<file path="src/rtl/alu_ctrl_pkg.sv">
// Purpose : shared opcode constants, FSM encoding and opcode helpers for alu_arbiter.
// Latency : n/a (definitions only).
// Backpr. : n/a.
// Contents: OP_* opcode constants, state_t (IDLE/EXEC/WAIT/RESP), opcode class helpers.
package alu_ctrl_pkg;

   localparam logic [2:0] OP_ADD = 3'b000;
   localparam logic [2:0] OP_SUB = 3'b001;
   localparam logic [2:0] OP_AND = 3'b010;
   localparam logic [2:0] OP_OR  = 3'b011;
   localparam logic [2:0] OP_NOT = 3'b100;
   localparam logic [2:0] OP_SHL = 3'b101;
   localparam logic [2:0] OP_SHR = 3'b110;
   localparam logic [2:0] OP_MUL = 3'b111;

   typedef enum logic [1:0] {
      IDLE = 2'd0,
      EXEC = 2'd1,
      WAIT = 2'd2,
      RESP = 2'd3
   } state_t;

   // Shifts and multiply need a start strobe and a fixed wait.
   function automatic logic is_multicycle(input logic [2:0] op);
      return (op == OP_SHL) || (op == OP_SHR) || (op == OP_MUL);
   endfunction

   // Only add/sub produce a meaningful ALU flag.
   function automatic logic has_flag(input logic [2:0] op);
      return (op == OP_ADD) || (op == OP_SUB);
   endfunction

endpackage

</file>
<file path="src/rtl/alu_arbiter_rr_arb2.sv">
// Purpose : 2-input round-robin arbiter; one-hot grant, pointer favours the side not served last.
// Latency : combinational grant; pointer updates on the clock edge after a grant.
// Backpr. : no grant while en is low; pointer holds.
// Ports   : clk, rst_n, en (arbitration allowed), req[1:0], gnt[1:0] one-hot or zero.
module rr_arb2 (
   input  logic       clk,
   input  logic       rst_n,
   input  logic       en,
   input  logic [1:0] req,
   output logic [1:0] gnt
);

   logic ptr_q;   // index of the favoured requester
   logic ptr_d;

   always_comb begin
      gnt   = 2'b00;
      ptr_d = ptr_q;
      if (en) begin
         if (req == 2'b11) begin
            gnt = ptr_q ? 2'b10 : 2'b01;
         end else begin
            gnt = req;
         end
      end
      // After serving 0 favour 1, after serving 1 favour 0.
      if (gnt != 2'b00) begin
         ptr_d = gnt[0];
      end
   end

   always_ff @(posedge clk or negedge rst_n) begin
      if (!rst_n) begin
         ptr_q <= 1'b0;
      end else begin
         ptr_q <= ptr_d;
      end
   end

endmodule

</file>
<file path="src/rtl/alu_arbiter.sv">
// Purpose : shares one ALU between two valid/ready requesters, one op in flight, tagged response.
// Latency : accept -> rsp_valid is 2 cycles (ops 000..100) or 2+MC_LAT cycles (101/110/111).
// Backpr. : response held until rsp_ready (unbounded); requesters see ready=0 outside IDLE.
// Ports   : r0_*/r1_* request channels, rsp_* response channel, alu_* to/from the ALU.
// Option  : ALU_ARB_STATS_EN adds saturating 16-bit stat_ops0/stat_ops1/stat_busy outputs.
module alu_arbiter
   import alu_ctrl_pkg::*;
#(
   parameter int N      = 32,
   parameter int MC_LAT = 4
) (
   input  logic         clk,
   input  logic         rst_n,
   input  logic         r0_valid,
   output logic         r0_ready,
   input  logic [2:0]   r0_op,
   input  logic [N-1:0] r0_a,
   input  logic [N-1:0] r0_b,
   input  logic         r1_valid,
   output logic         r1_ready,
   input  logic [2:0]   r1_op,
   input  logic [N-1:0] r1_a,
   input  logic [N-1:0] r1_b,
   output logic         rsp_valid,
   input  logic         rsp_ready,
   output logic         rsp_id,
   output logic [N-1:0] rsp_y,
   output logic [N-1:0] rsp_y_ext,
   output logic         rsp_flg,
   output logic [2:0]   alu_op,
   output logic [N-1:0] alu_a,
   output logic [N-1:0] alu_b,
   output logic         alu_inp,
   input  logic [N-1:0] alu_y,
   input  logic [N-1:0] alu_y_ext,
   input  logic         alu_flg
`ifdef ALU_ARB_STATS_EN
   ,
   output logic [15:0]  stat_ops0,
   output logic [15:0]  stat_ops1,
   output logic [15:0]  stat_busy
`endif
);

   localparam logic [7:0] MC_LAT_C = 8'(MC_LAT);

   state_t       state_q, state_d;
   logic [2:0]   op_q, op_d;
   logic [N-1:0] a_q, a_d, b_q, b_d;
   logic         id_q, id_d;
   logic [7:0]   cnt_q, cnt_d;
   logic [N-1:0] y_q, y_d, y_ext_q, y_ext_d;
   logic         flg_q, flg_d;

   logic [1:0]   gnt;
   logic         arb_en;
   logic         mc;
   logic         capture;

   // Gated by rst_n so ready stays low while reset is held.
   assign arb_en  = (state_q == IDLE) && rst_n;
   assign mc      = is_multicycle(op_q);
   assign capture = ((state_q == EXEC) && !mc) || ((state_q == WAIT) && (cnt_q == 8'd1));

   rr_arb2 u_arb (
      .clk   (clk),
      .rst_n (rst_n),
      .en    (arb_en),
      .req   ({r1_valid, r0_valid}),
      .gnt   (gnt)
   );

   // State register.
   always_ff @(posedge clk or negedge rst_n) begin
      if (!rst_n) begin
         state_q <= IDLE;
      end else begin
         state_q <= state_d;
      end
   end

   // Next-state logic.
   always_comb begin
      state_d = state_q;
      case (state_q)
         IDLE: if (gnt != 2'b00) state_d = EXEC;
         EXEC: state_d = mc ? WAIT : RESP;
         WAIT: if (cnt_q == 8'd1) state_d = RESP;
         RESP: if (rsp_ready) state_d = IDLE;
         default: state_d = IDLE;
      endcase
   end

   // Output logic.
   always_comb begin
      r0_ready  = gnt[0];
      r1_ready  = gnt[1];
      alu_inp   = (state_q == EXEC) && mc;
      rsp_valid = (state_q == RESP);
   end

   // Request latch, wait counter and result capture.
   always_comb begin
      op_d    = op_q;
      a_d     = a_q;
      b_d     = b_q;
      id_d    = id_q;
      cnt_d   = cnt_q;
      y_d     = y_q;
      y_ext_d = y_ext_q;
      flg_d   = flg_q;
      if (gnt[1]) begin
         op_d = r1_op;
         a_d  = r1_a;
         b_d  = r1_b;
         id_d = 1'b1;
      end else if (gnt[0]) begin
         op_d = r0_op;
         a_d  = r0_a;
         b_d  = r0_b;
         id_d = 1'b0;
      end
      if ((state_q == EXEC) && mc) begin
         cnt_d = MC_LAT_C;
      end else if (state_q == WAIT) begin
         cnt_d = cnt_q - 8'd1;
      end
      if (capture) begin
         y_d     = alu_y;
         // The ALU does not define y_ext/flg outside multiply resp. add/sub.
         y_ext_d = (op_q == OP_MUL) ? alu_y_ext : '0;
         flg_d   = has_flag(op_q) ? alu_flg : 1'b0;
      end
   end

   always_ff @(posedge clk or negedge rst_n) begin
      if (!rst_n) begin
         op_q    <= '0;
         a_q     <= '0;
         b_q     <= '0;
         id_q    <= 1'b0;
         cnt_q   <= '0;
         y_q     <= '0;
         y_ext_q <= '0;
         flg_q   <= 1'b0;
      end else begin
         op_q    <= op_d;
         a_q     <= a_d;
         b_q     <= b_d;
         id_q    <= id_d;
         cnt_q   <= cnt_d;
         y_q     <= y_d;
         y_ext_q <= y_ext_d;
         flg_q   <= flg_d;
      end
   end

   assign alu_op    = op_q;
   assign alu_a     = a_q;
   assign alu_b     = b_q;
   assign rsp_id    = id_q;
   assign rsp_y     = y_q;
   assign rsp_y_ext = y_ext_q;
   assign rsp_flg   = flg_q;

`ifdef ALU_ARB_STATS_EN
   logic [15:0] ops0_q, ops0_d, ops1_q, ops1_d, busy_q, busy_d;

   always_comb begin
      ops0_d = ops0_q;
      ops1_d = ops1_q;
      busy_d = busy_q;
      if (gnt[0] && (ops0_q != 16'hFFFF)) ops0_d = ops0_q + 16'd1;
      if (gnt[1] && (ops1_q != 16'hFFFF)) ops1_d = ops1_q + 16'd1;
      if ((state_q != IDLE) && (busy_q != 16'hFFFF)) busy_d = busy_q + 16'd1;
   end

   always_ff @(posedge clk or negedge rst_n) begin
      if (!rst_n) begin
         ops0_q <= '0;
         ops1_q <= '0;
         busy_q <= '0;
      end else begin
         ops0_q <= ops0_d;
         ops1_q <= ops1_d;
         busy_q <= busy_d;
      end
   end

   assign stat_ops0 = ops0_q;
   assign stat_ops1 = ops1_q;
   assign stat_busy = busy_q;
`endif

endmodule

</file>
<file path="config.mk">
export PLATFORM = sky130hd
export DESIGN_NAME = alu_arbiter
export DESIGN_NICKNAME = d
export VERILOG_FILES = /design/src/rtl/alu_ctrl_pkg.sv /design/src/rtl/alu_arbiter_rr_arb2.sv /design/src/rtl/alu_arbiter.sv
export SDC_FILE = /design/constraint.sdc
export NUM_CORES = 1
export LEC_CHECK = 0
export CORE_AREA = 2 2 134 136
export DETAILED_ROUTE_END_ITERATION = 8
export DIE_AREA = 0 0 136 138
export HOLD_SLACK_MARGIN = 0.02
export PLACE_DENSITY = 0.88
export SLEW_MARGIN = 20
export SYNTH_ARGS = -nofsm -noshare
export SYNTH_HDL_FRONTEND = slang
export SYNTH_SLANG_ARGS = --single-unit
</file>
<file path="constraint.sdc">
create_clock -name clk -period 2.15 [get_ports clk]
set_clock_uncertainty 0.05 [all_clocks]
set_input_delay 0.43 -clock clk [delete_from_list [all_inputs] [get_ports clk]]
set_output_delay 0.43 -clock clk [all_outputs]
set_load 0.02 [all_outputs]
</file>
* Word-level counts from Yosys, hierarchy flattened
Cells that the tools add are included.
** Storage, ports and cells
- Bits in registers :: 144
- Bits of input ports :: 204
- Output and inout bits :: 137
- Logic and storage cells :: 57
** Cells by class
- Add/sub/neg operators :: 1
- Equality and inequality tests :: 12
- Multiplexer cells :: 20
- Reductions and logical operators :: 14
** Operators with widths (count)
- 32-bit 2-to-1 mux :: 5
- 8-bit 2-to-1 mux :: 2
- 2-bit 2-to-1 mux :: 6
- 3-bit equality test (second input constant) :: 3
- 8-bit by 1-bit equality test with 1-bit output (second input constant) :: 1
- 2-bit case mux with 4 select lines :: 1
- 8-bit by 1-bit subtractor with 8-bit output (second input constant) :: 1
- 2-bit equality test (second input constant) :: 3
- 3-bit 2-to-1 mux :: 2
- 2-bit by 1-bit inequality test with 1-bit output (second input constant) :: 3
- 1-bit logical AND :: 4
- 1-bit logical OR :: 4
- 1-bit 2-to-1 mux :: 4
- 2-bit nonzero test :: 2
- 3-bit by 1-bit equality test with 1-bit output (second input constant) :: 1
- 3-bit zero test :: 1
- 3-bit AND reduction :: 1
- 2-bit by 1-bit equality test with 1-bit output (second input constant) :: 1
- 2-bit zero test :: 1
- 1-bit zero test :: 1

* Depth between registers and ports, before layout
- Word-level depth :: 6
- Mapped depth :: 9
- Mapped depth without buffers :: 6

* By module
A second synthesis with hierarchy kept.
** Unflattened totals
- Cell total of the unflattened synthesis :: 577
- Area, all modules :: 6398.6 sq um
** Modules (own cells, without submodules)
- alu_arbiter :: instances 1, cells each 569, area an instance 6337.3 sq um, seq. area each 3578.4 sq um
- rr_arb2 :: instances 1, cells each 8, area an instance 61.3 sq um, seq. area each 25.0 sq um

* Worst setup path before layout
No wires, ideal clock.
- Path type :: register to output
- From :: reg state_q[0]
- To :: out r1_ready
- Arrival :: 1.519 ns
- Required time :: 1.670 ns
- Slack :: 0.151 ns
- Cell stages (with the launch flop) :: 9
- Buffers on the path :: 3
- Path through :: dfrtp_1 > inv_1 > ha_1 > and2_1 > nand3_1 > buf_2 > buf_4 > buf_4 > inv_1
** Between the ends
- Word-level cells in the longest chain between the ends :: 3
** Ends and longest elaborated chain
- from (decl) :: RTL line alu_arbiter.sv:47 : state_t state_q, state_d;
- from (signal assigned) :: RTL line alu_arbiter.sv:78 : state_q <= state_d;
- 2-bit zero test :: RTL line alu_arbiter.sv:61 : assign arb_en = (state_q == IDLE) && rst_n;
- 1-bit logical AND :: RTL line alu_arbiter.sv:61
- 2-bit 2-to-1 mux :: RTL line alu_arbiter_rr_arb2.sv:19 : if (en) begin
- to (decl) :: RTL line alu_arbiter.sv:20 : output logic r1_ready,
No other way between the ends.

* Final worst setup path
- From :: reg state_q[1]
- To :: out r0_ready
** Between the ends
- Word-level cells in the longest chain between the ends :: 3
** Ends and longest elaborated chain
- 2-bit zero test :: RTL line alu_arbiter.sv:61
- 1-bit logical AND :: RTL line alu_arbiter.sv:61
- 2-bit 2-to-1 mux :: RTL line alu_arbiter_rr_arb2.sv:19
- to (decl) :: RTL line alu_arbiter.sv:15 : output logic r0_ready,
No other way between the ends.

==> results by group <==
Run status
  • Status: complete, no violations

Hold path
  • Hold Crit Class: in2async

Detailed routing
  • Via density: 4.72
  • DR vias: 5545
  • Post-route ant nets: 0
  • Routed WL: 20.0 mm
  • Avg WL per Cell: 17.0 um
  • DRC viols: 0
  • First-pass DRT Iterations: 4
  • DRT iter0 DRCs: 225

Clocking
  • CTS root buf: clkbuf_16
  • Worst-case clock buffer depth: 2
  • TritonCTS Buffers: 17
  • Clock transition at path regs: 0.06 ns
  • Later-pin clock latency in the skew report: 0.41 ns
  • H-tree levels: 4
  • CTS sink cnt: 144
  • CTS tree: built

GRT
  • Largest net degree at the start of global routing: 145
  • GRT busiest layer: met2
  • Met1 Usage GRT: 0.235
  • GRT Util Overall: 0.212
  • Global-route track usage on met2: 0.366
  • Congestion Overflow GR: 0
  • Number of global-route vias before repair: 5785
  • Initial antenna violation count: 0
  • First-pass GRT wire length: 30.9 mm
  • M3 GR Usage: 0.0924

Synthesis
  • Syn nets: 787
  • Top_reg_cell synth: dfrtp_1
  • Cell Area, Synth: 0.00641 mm^2
  • Syn Area/Cell: 11.1 um^2
  • Async set or reset register ratio after synthesis: 1.00
  • Sequential area share after synthesis: 0.563
  • Synth Instances: 576
  • Post-synth EDFFs: 0
  • Number of synthesized register bits: 144
  • Synthesis Warnings: 0
  • Library cells used by synthesis: 32

Worst setup path
  • CP max FO: 3
  • Critical Path Source Type: flip-flop
  • Arrival time worst endpoint: 1.66 ns
  • R2R Path Start: state_q[0]$_DFFE_PN0P_
  • Worst R2R End: rsp_y[31]$_DFFE_PN0P_
  • WP data required: 1.67 ns
  • R2r setup slk: 0.09 ns
  • R2R cell count: 7
  • Worst Setup Path Type: reg2out
  • CP Capture Type: output pin

Timing
  • Max Slew Vio Count: 0
  • Fin crit period: 2.14 ns
  • Final setup margin: 0.00619 ns
  • Hold slack final: 0.136 ns
  • RSZ-0062 raised after global routing: yes
  • Worst-Margin Slew: 0.880 ns
  • Final period utilization: 0.997
  • Fmax achieved: 0.466 GHz
  • Setup TNS: 0 ns
  • Slew margin rel.: 0.413
  • Count of final setup violators: 0
  • Hold Fails Final Rpt: 0

Die
  • DIE AREA: 0.0188 mm^2
  • Initial Util: 0.365
  • Rows: 49
  • Die W: 136 um
  • CORE AREA: 0.0175 mm^2
  • Ports: 341
  • Die height: 138 um

Layout
  • Area grow syn2layout: 70.7%
  • Multi-input gate area: 0.00264 mm^2
  • Ant diodes: 0
  • Fin nets: 1145
  • Final Util: 0.624
  • Layout fillers: 1385
  • FF/Latch Area: 0.00360 mm^2
  • Layout cells sized above 1: 0.125

Placement
  • Pre-CTS WS: -0.0372 ns
  • Port Buffers: 340
  • GP Congestion: 0.787
  • Post-detail-place hpwl: 14.6 mm

Power
  • Final Power: 0.0145 W
  • Leakage: 5.16 nW
  • Power per cell area: 1330 mW/mm^2
  • VDD IR max: 0.000723 V

Flow run
  • Max Cap Viol: 0
## worst max path at each step
| stage | startpoint | end | slack (ns) | cells past startpoint |
|---|---|---|---|---|
| 4_1_cts | state_q[1]$_DFFE_PN0P_ | r0_ready | 0.005 | 7 |
| 6_report | state_q[1]$_DFFE_PN0P_ | r0_ready | 0.006 | 7 |
| 2_1_floorplan | state_q[0]$_DFFE_PN0P_ | r1_ready | 0.15 | 8 |
| 3_5_place_dp | r0_valid | r1_ready | -0.04 | 5 |
| 5_1_grt | state_q[1]$_DFFE_PN0P_ | r0_ready | -0.07 | 7 |
| 3_3_place_gp | r0_valid | r1_ready | -0.03 | 5 |
## cells in the mapped netlist, types with 2 or more instances
library cell / instances / area, um^2
nand3_1: 4 / 20.0
xor2_1: 4 / 35.0
o21ai_0: 99 / 495
nor2_1: 10 / 37.5
nand2b_1: 2 / 12.5
buf_2: 13 / 65.1
buf_4: 2 / 15.0
clkbuf_1: 16 / 60.1
o21ai_1: 5 / 25.0
buf_6: 6 / 67.6
ha_1: 7 / 87.6
mux2i_1: 67 / 671
nor3b_1: 2 / 15.0
xnor2_1: 3 / 26.3
mux2_4: 32 / 480
nand2_1: 139 / 522
dfrtp_1: 144 / 3600
inv_1: 6 / 22.5
nor3_1: 2 / 10.0
## final cells by class
type / instances / share of cell area
Sequential cell: 144 / 0.330
Inverter: 6 / 0.00206
Clock buffer: 17 / 0.0389
Multi-Input combinational cell: 389 / 0.241
Tap cell: 229 / 0.0262
Timing Repair Buffer: 376 / 0.344
Clock inverter: 15 / 0.0176
## metal layers
| metal | share of wire | vias up |
|---|---|---|
| met5 | 0 | - |
| met4 | 0.017 | 0 |
| met3 | 0.10 | 30 |
| met2 | 0.51 | 256 |
| met1 | 0.37 | 2593 |
| li1 | - | 2666 |
## placed cells by master (no fill, tap or decap), drive strengths merged
cell	n
a21o	1
a2bb2oi	1
dlygate4sd2	1
ha	7
dfrtp	144
a21oi	1
clkbuf	21
buf	36
nand2	139
a21bo	1
xor2	4
nand3	4
xnor2	3
nor3	2
inv	14
clkdlybuf4s50	335
clkinv	4
nor4	1
and2	1
nand2b	2
mux2	33
bufinv	2
nor2	10
and3	1
o21ai	104
mux2i	67
nor3b	2
clkinvlp	1
a211o	1
nor2b	1
a211oi	1
o2111ai	1
a32oi	1
## power breakdown
part,leakage (nW),total [W],internal (W),switching [W]
Clock,0.299,0.00307,0.00177,0.00130
Sequential,1.82,0.00446,0.00379,0.000668
Combinational,3.04,0.00698,0.00363,0.00335
## stage by stage
step / instance area [um^2] / instances
after floorplan: 6410 / 576
after global placement: 10200 / 1133
after detailed placement: 10200 / 1133
after CTS: 10800 / 1169
after global routing: 10900 / 1176
final: 10900 / 1176
## flip-flops by register name, summed over array words and instances, names as in the netlist, 2 cells and up
register / count
rsp_y_ext: 32
alu_b: 32
rsp_y: 32
alu_a: 32
cnt_q: 8
state_q: 2
alu_op: 3
## critical path, stage by stage, from the launching register on
cell	delay (ns)
dfrtp_1	0.40
inv_2	0.10
ha_4	0.13
and2_4	0.16
buf_6	0.11
nand2_4	0.05
a21oi_4	0.16
buf_6	0.15
## what timing repair did
item / CTS / global route
resized for setup: 16 / 5
cloned: 0 / 2
setup endpoints to repair: 4 / 43
setup buffers: 4 / 5
hold buffers: 0 / 0
pin swaps: 1 / 3
endpoints found under the hold margin: 0 / 0
## cells by family (layout without fill, tap and decap cells)
kind of cell / count (synthesis) / after routing / synth area share
compound gates: 112 / 112 / 0.0943
fa+ha+maj: 7 / 7 / 0.0137
simple gates: 163 / 163 / 0.103
flops: 144 / 144 / 0.563
xor+xnor: 7 / 7 / 0.00957
buf+inv: 43 / 414 / 0.0359
mux: 100 / 100 / 0.181
Note: power is estimated with default switching activity, not from simulation.
